File: config.mk
export PLATFORM = sky130hd
export DESIGN_NAME = mem_arbiter
export DESIGN_NICKNAME = d
export VERILOG_FILES = /design/src/rtl/mem_arbiter.sv
export SDC_FILE = /design/constraint.sdc
export NUM_CORES = 1
export LEC_CHECK = 0
export BUFFER_PORTS_ARGS = -buffer_cell sky130_fd_sc_hd__buf_4
export CAP_MARGIN = 25
export CORE_UTILIZATION = 51
export CTS_BUF_LIST = sky130_fd_sc_hd__clkbuf_4 sky130_fd_sc_hd__clkbuf_8
export CTS_CLUSTER_DIAMETER = 80
export DETAILED_ROUTE_END_ITERATION = 8
export MAX_ROUTING_LAYER = met4
export PLACE_DENSITY = 0.95
export SLEW_MARGIN = 20
export SYNTH_ARGS = -nofsm -noshare
export SYNTH_HDL_FRONTEND = slang
export SYNTH_SLANG_ARGS = --single-unit
File: constraint.sdc
create_clock -name clk_i -period 2.33 [get_ports clk_i]
set_input_delay 0.233 -clock clk_i [delete_from_list [all_inputs] [get_ports clk_i]]
set_output_delay 0.233 -clock clk_i [all_outputs]
set_load 0.01 [all_outputs]
File: src/rtl/mem_arbiter.sv
// Shares one synchronous MemoryUnit between the CPU fetch and data ports, one transaction per 3 cycles.
// Define MEM_ARB_STARVE_GUARD_EN to add the fetch starvation guard (streak counter, forced fetch).
module mem_arbiter #(
  parameter int unsigned STARVE_LIMIT = 4
) (
  input  logic        clk_i,
  input  logic        rst_n_i,
  input  logic        if_req_i,
  input  logic [31:0] if_addr_i,
  output logic        if_ack_o,
  output logic [31:0] if_rdata_o,
  input  logic        d_req_i,
  input  logic        d_we_i,
  input  logic [31:0] d_addr_i,
  input  logic [31:0] d_wdata_i,
  output logic        d_ack_o,
  output logic [31:0] d_rdata_o,
  output logic [31:0] mem_addr_o,
  output logic [31:0] mem_wdata_o,
  output logic        mem_write_o,
  input  logic [31:0] mem_rdata_i
);

  if (STARVE_LIMIT < 1 || STARVE_LIMIT > 15) begin : g_bad_limit
    $error("mem_arbiter: STARVE_LIMIT must be in 1..15");
  end

  typedef enum logic [1:0] {S_IDLE, S_ISSUE, S_CAPTURE} state_e;

  state_e      state_q, state_d;
  logic        own_d_q, own_d_d;   // 1: data port owns the transaction
  logic        wr_q, wr_d;
  logic [31:0] mem_addr_q, mem_addr_d;
  logic [31:0] mem_wdata_q, mem_wdata_d;
  logic        mem_write_q, mem_write_d;
  logic        if_ack_q, if_ack_d;
  logic        d_ack_q, d_ack_d;
  logic [31:0] if_rdata_q, if_rdata_d;
  logic [31:0] d_rdata_q, d_rdata_d;
  logic        grant_d, grant_if, force_if;

`ifdef MEM_ARB_STARVE_GUARD_EN
  localparam logic [3:0] LIMIT = 4'(STARVE_LIMIT);
  logic [3:0] streak_q, streak_d;

  assign force_if = if_req_i && (streak_q == LIMIT);

  always_comb begin
    streak_d = streak_q;
    if (grant_if)
      streak_d = '0;
    else if (grant_d)
      streak_d = !if_req_i ? 4'd0 : (streak_q == LIMIT) ? streak_q : streak_q + 4'd1;
  end

  always_ff @(posedge clk_i) begin
    if (!rst_n_i) streak_q <= '0;
    else          streak_q <= streak_d;
  end
`else
  assign force_if = 1'b0;
`endif

  always_comb begin
    state_d     = state_q;
    own_d_d     = own_d_q;
    wr_d        = wr_q;
    mem_addr_d  = mem_addr_q;
    mem_wdata_d = mem_wdata_q;
    mem_write_d = mem_write_q;
    if_rdata_d  = if_rdata_q;
    d_rdata_d   = d_rdata_q;
    if_ack_d    = 1'b0;
    d_ack_d     = 1'b0;
    grant_d     = 1'b0;
    grant_if    = 1'b0;
    case (state_q)
      S_IDLE: begin
        if (d_req_i && !force_if) grant_d = 1'b1;
        else if (if_req_i)        grant_if = 1'b1;
        if (grant_d) begin
          mem_addr_d = d_addr_i;
          own_d_d    = 1'b1;
          wr_d       = d_we_i;
          if (d_we_i) begin
            mem_wdata_d = d_wdata_i;
            mem_write_d = 1'b1;
          end
          state_d = S_ISSUE;
        end else if (grant_if) begin
          mem_addr_d = if_addr_i;
          own_d_d    = 1'b0;
          wr_d       = 1'b0;
          state_d    = S_ISSUE;
        end
      end
      S_ISSUE: begin
        mem_write_d = 1'b0;
        state_d     = S_CAPTURE;
      end
      S_CAPTURE: begin
        // Writes complete with an ack but leave d_rdata untouched.
        if (own_d_q) begin
          d_ack_d = 1'b1;
          if (!wr_q) d_rdata_d = mem_rdata_i;
        end else begin
          if_ack_d   = 1'b1;
          if_rdata_d = mem_rdata_i;
        end
        state_d = S_IDLE;
      end
      default: state_d = S_IDLE;
    endcase
  end

  always_ff @(posedge clk_i) begin
    if (!rst_n_i) begin
      state_q     <= S_IDLE;
      own_d_q     <= 1'b0;
      wr_q        <= 1'b0;
      mem_addr_q  <= '0;
      mem_wdata_q <= '0;
      mem_write_q <= 1'b0;
      if_ack_q    <= 1'b0;
      d_ack_q     <= 1'b0;
      if_rdata_q  <= '0;
      d_rdata_q   <= '0;
    end else begin
      state_q     <= state_d;
      own_d_q     <= own_d_d;
      wr_q        <= wr_d;
      mem_addr_q  <= mem_addr_d;
      mem_wdata_q <= mem_wdata_d;
      mem_write_q <= mem_write_d;
      if_ack_q    <= if_ack_d;
      d_ack_q     <= d_ack_d;
      if_rdata_q  <= if_rdata_d;
      d_rdata_q   <= d_rdata_d;
    end
  end

  assign if_ack_o    = if_ack_q;
  assign d_ack_o     = d_ack_q;
  assign if_rdata_o  = if_rdata_q;
  assign d_rdata_o   = d_rdata_q;
  assign mem_addr_o  = mem_addr_q;
  assign mem_wdata_o = mem_wdata_q;
  assign mem_write_o = mem_write_q;

endmodule

==> results of run 1 <==
## power by group through the flow
stage	Combinational (W)	Sequential [W]	Clock (W)
2_1_floorplan	0.000339	0.00260	0
3_3_place_gp	0.000793	0.00255	0
6_report	0.000820	0.00251	0.00215
5_1_grt	0.000887	0.00252	0.00228
3_5_place_dp	0.000820	0.00256	0
4_1_cts	0.000823	0.00251	0.00219
## layout make-up
type                    instances  area share [%]
clock buffers                  22            3.75
well taps                     133            2.19
inverters                       3           0.149
multi-input cells             405            28.7
repair buffers                273            27.4
clock inverters                10            2.19
flip-flops and latches        135            35.6
## state kept, by name, indices dropped and copies added, names as in the netlist, 2 cells and up
register     cells
d_rdata_o       32
state_q          2
mem_wdata_o     32
mem_addr_o      32
if_rdata_o      32
## cells by family after synthesis
kind of cell / share of synthesized area (%)
and+or+nand+nor: 18.3
buffers and inverters: 6.09
DFF: 52.2
muxes: 6.19
AOI/OAI and AO/OA: 17.2
## worst max-delay path by stage
stage / slack (ns) / from / endpoint / cells after the start
2_1_floorplan: 1.08 / state_q[1] / if_rdata_o[12] / 5
3_3_place_gp: 0.54 / state_q[0] / mem_wdata_o[14] / 4
3_5_place_dp: 0.42 / state_q[0] / mem_wdata_o[14] / 4
4_1_cts: 0.42 / state_q[0] / mem_wdata_o[14] / 4
5_1_grt: 0.28 / state_q[0] / mem_wdata_o[30] / 4
6_report: 0.39 / state_q[0] / mem_wdata_o[14] / 4
## worst reg2reg max path: stages, from the launching register on
cell	delay (ns)
dfxtp_1	0.40
nand4bb_2	0.81
buf_12	0.43
nand3_1	0.10
o21ai_0	0.09
## Yosys cell counts (all sizes together)
cell type,instances
nor2,4
nand4bb,2
or3b,1
inv,3
a31oi,1
o211a,10
nor3b,1
or2,2
nand3,74
buf,35
mux2i,32
o21ai,66
nor3,2
a211oi,23
dfxtp,135
and3,1
clkbuf,22
a21oi,56
nand2,130
## stage by stage
stage	hold slack, ns	util (%)
finish	0.0469	77.2
global placement	0.443	72.6
global route	0.0213	77.2
detailed placement	0.448	72.6
CTS	0.0241	77.2
floorplan	0.366	-
## routing by layer
layer | wire length, µm | part of all wire (%)
met1 | 5740 | 39
met2 | 7570 | 51
met3 | 970 | 6.5
met4 | 584 | 3.9
met5 | 0 | 0
==> metrics.txt, run 1 <==
status finished, final reports clean; CTS Hold Bufs 0; Reg-to-Reg Start state_q[0]; Seq pwr share 45.7%; Slew HR 47.6%; synthesized netlist cell count 600; final setup vio count 0; largest net degree at the start of global routing 109; fmax 0.516 GHz; Power Total 0.00548 W; drt via density 5.32; worst reg2reg path depth 4; Fillers 659; die height 103 µm; per-cell routed wire length 15.2 µm; Area contributors post-synth dfxtp_1 (52%), nand2_1 (9.4%), nand3_1 (7.2%); max-slew violations 0; busiest grt layer met2; Hold Path End mem_wdata_o[27]; CTS Sinks 135; Startpoint Class flip-flop; CORE AREA 9820 µm²; PortBufs 263; worst path cell trace nand4bb_2 > buf_12 > nand3_1 > o21ai_0; sequential area share after synthesis 52.2%; clk buf depth 2; clock slew at reported path FFs 0.07 ns; worst-skew pair later-pin latency 0.43 ns; Total Routed Length 14,900 µm; Horiz. Die Dim 103 µm; setup ws final 0.394 ns; crit-path max FO 34; critical path capture point type flip-flop; setup TNS 0 ns; Clk network pwr share 39.3%; CTS buffer count 17; Logic pwr share 15.0%; area leader, netlist dfxtp_1; register area 2700 µm²; hold_sp d_wdata_i[27]; drt pass-1 iters 5; Finished Layout Cells 981; Net Switching 0.00136 W; Final GP Congestion 0.823; CP peak stage delay 0.80 ns; Final Cell Area 7580 µm²; Crit Path Class flip-flop to flip-flop; Netlist cell types 27; die area 10,600 µm²; Initial Utilization 52.7%; r2r setup slk 0.39 ns; pre-CTS setup slack 0.423 ns; actual slew at the worst max-slew pin 0.786 ns; commonest cells after routing, fill and taps aside buf_4 (271), dfxtp_1 (135), nand2_1 (130); DRC violations left 0; layout cells sized above 1 36.8%; crit path time final 1.94 ns; CP Buf/Inv Count 1; post-synth top area share 52.2%; GRT overflow 0; hold path depth 3; n_diodes 0; Max Cap Violations 0; Hold Path Class primary input to flip-flop; RSZ-0062 raised after global routing no; Worst R2R End mem_wdata_o[14]; syn avg cell area 8.63 µm²; Yosys warning total 0; row count 36; CP Data Required Time 2.64 ns; GRT Util Overall 28.1%; Clock Tree Root clkbuf_8; first-pass GRT wire length 22,200 µm; CTS tree yes; setup bufs post-CTS 0; synthesized area 5180 µm²; Syn Nets 733; Sw Ratio 24.9%; Final Skew 0.0124 ns; H-tree levels 4; #FFs+latches synth 135; Leak 3.49 nW; DR vias 5,218; placed insts 949; WP data arrival 2.24 ns; most common cell after layout, fill and taps aside buf_4; Starting DRT DRC Count 188; PostCTS Resize Cnt 0; met3 usage 7.25%; hpwl dp 10,500 µm; final worst path period share 83.1%; initial antenna violation count 0; Pint 0.00412 W; Final ANT Viol Nets 0; met2 Use GR 47.6%; Peak supply drop 0.000386 V; Final nets 968; vias in the first global route 4,858; met1 Use GR 30.0%; Multi-input gate area 2180 µm²; Ports 264; CP delay by family, top simple AND/OR/NAND/NOR gates; area grow syn2layout 46.5%; Slowest-stage cell, CP nand4bb_2; Final Hold Viols 0; dpl cell area 7130 µm²; Pwr per Cell Area 723 nW/µm²
No activity file was read; power rests on OpenSTA's default activity.
==> run 2, diff against run 1 <==
CORE_ASPECT_RATIO = 1.25   (was not set)
CORE_UTILIZATION = 47   (was 51)
PLACE_DENSITY = 0.89   (was 0.95)
clock period = 1.8 ns   (was 2.33 ns; I/O delays follow)
==> run 2 against run 1 <==
Register-to-register slack worse by 0.11 ns; sequential share of layout area down 2.6 points; sequential power grew 29%; critical path depth is the same; highest routed layer unchanged; clock-buffer cell count rose by 1.
==> metrics.txt, run 2 (same netlist as run 1, synthesis figures left out) <==
worst path cell trace nand4bb_2 > buf_4 > nand3_1 > o21ai_0; die height 119 µm; Ports 264; row count 42; CP Buf/Inv Count 1; die area 11,400 µm²; commonest cells after routing, fill and taps aside buf_4 (273), dfxtp_1 (135), nand2_1 (130); DR vias 5,545; critical path capture point type flip-flop; PortBufs 263; H-tree levels 4; Final Skew 0.00931 ns; hold_sp mem_rdata_i[15]; vias in the first global route 5,336; drt pass-1 iters 5; CTS tree yes; Leak 3.76 nW; DRC violations left 0; CP Data Required Time 2.14 ns; hold path depth 3; CTS Sinks 135; worst reg2reg path depth 4; most common cell after layout, fill and taps aside buf_4; Startpoint Class flip-flop; Crit Path Class flip-flop to flip-flop; clock slew at reported path FFs 0.08 ns; Slowest-stage cell, CP dfxtp_1; final worst path period share 84.0%; clk buf depth 2; CORE AREA 10,700 µm²; Hold Path End if_rdata_o[15]; GRT Util Overall 28.9%; WP data arrival 1.85 ns; CP peak stage delay 0.51 ns; Reg-to-Reg Start state_q[0]; Hold Path Class primary input to flip-flop; Hold WS 0.0363 ns; per-cell routed wire length 15.4 µm; final setup vio count 0; first-pass GRT wire length 24,700 µm; Max Cap Violations 0; crit-path max FO 46; n_diodes 0; layout cells sized above 1 34.4%; Final ANT Viol Nets 0; worst-skew pair later-pin latency 0.42 ns; Horiz. Die Dim 95.9 µm; GRT overflow 0; Slew HR 71.7%; Final GP Congestion 0.785; setup bufs post-CTS 0; drt via density 5.30; initial antenna violation count 0; Worst R2R End d_rdata_o[9]; RSZ-0062 raised after global routing no; Peak supply drop 0.000524 V; Starting DRT DRC Count 295; Total Routed Length 16,100 µm; register area 2700 µm²; Final Hold Viols 0; hpwl dp 10,100 µm; actual slew at the worst max-slew pin 0.424 ns; area grow syn2layout 58.1%; largest net degree at the start of global routing 66; r2r setup slk 0.29 ns; Fillers 694; setup TNS 0 ns; CTS buffer count 17; Final nets 1,035; Multi-input gate area 2180 µm²; max-slew violations 0; Pwr per Cell Area 825 nW/µm²; Initial Utilization 48.5%; fmax 0.661 GHz; crit path time final 1.51 ns; CP delay by family, top flip-flops; Clock Tree Root clkbuf_8; status finished, final reports clean
[run 2: cell count changes in the layout (fill, tap and decap cells not counted), sizes merged]
cell,before,now
bufinv,4,1
clkinv,2,7
buf,273,277
clkinvlp,2,1
inv,5,3
dlygate4sd3,0,63
clkbuf,22,23
[run 2: routing by layer]
metal  track usage (%)  routed length, µm
met1              28.2               5780
met2              49.4               8430
met3              8.11               1100
met4              18.3                777
met5                 -                  0
[run 2: worst max-delay path by stage]
| stage | start | slack [ns] | endpoint | cells past startpoint |
|---|---|---|---|---|
| floorplan | state_q[1] | 0.55 | if_rdata_o[12] | 5 |
| global placement | d_req_i | 0.38 | mem_addr_o[30] | 5 |
| detailed placement | d_req_i | 0.32 | mem_addr_o[0] | 5 |
| CTS | state_q[0] | 0.36 | d_rdata_o[9] | 4 |
| global route | state_q[0] | 0.15 | d_rdata_o[12] | 4 |
| finish | state_q[0] | 0.29 | d_rdata_o[9] | 4 |
[run 2: cell type report]
cell class	count	share of cell area, %
Multi-Input combinational cell	405	26.6
Inverter	3	0.138
Sequential cell	135	33.0
Clock buffer	23	3.56
Timing Repair Buffer	340	33.7
Clock inverter	9	0.933
Tap cell	132	2.02
[run 2: timing repair]
item                       CTS  global route
setup endpoints to repair    0             0
hold buffers                63             0
hold endpoints to repair    85             0
resized for setup            0             0
[run 2: tightest hold or removal path, delay by kind of cell]
family | cells | cell delay (ns)
buffers and inverters | 1 | 0.12
and+or+nand+nor | 1 | 0.06
AOI/OAI and AO/OA | 1 | 0.05
[run 2: where the power goes]
part           total, W  internal [W]  switching (W)
Sequential      0.00324       0.00315      0.0000975
Clock           0.00231       0.00121        0.00110
Combinational   0.00120      0.000643       0.000554
Total           0.00676       0.00500        0.00175
[run 2: metrics by stage]
| stage | utilization, % | setup WS, ns | instance area, µm² | cells | total power (W) |
|---|---|---|---|---|---|
| 3_5_place_dp | 67.4 | 0.319 | 7190 | 952 | 0.00438 |
| 2_1_floorplan | - | 0.548 | 5180 | 600 | 0.00380 |
| 5_1_grt | 76.7 | 0.145 | 8180 | 1047 | 0.00706 |
| 4_1_cts | 76.7 | 0.364 | 8180 | 1047 | 0.00678 |
| 6_report | 76.7 | 0.288 | 8180 | 1047 | 0.00676 |
| 3_3_place_gp | 67.4 | 0.376 | 7190 | 952 | 0.00436 |
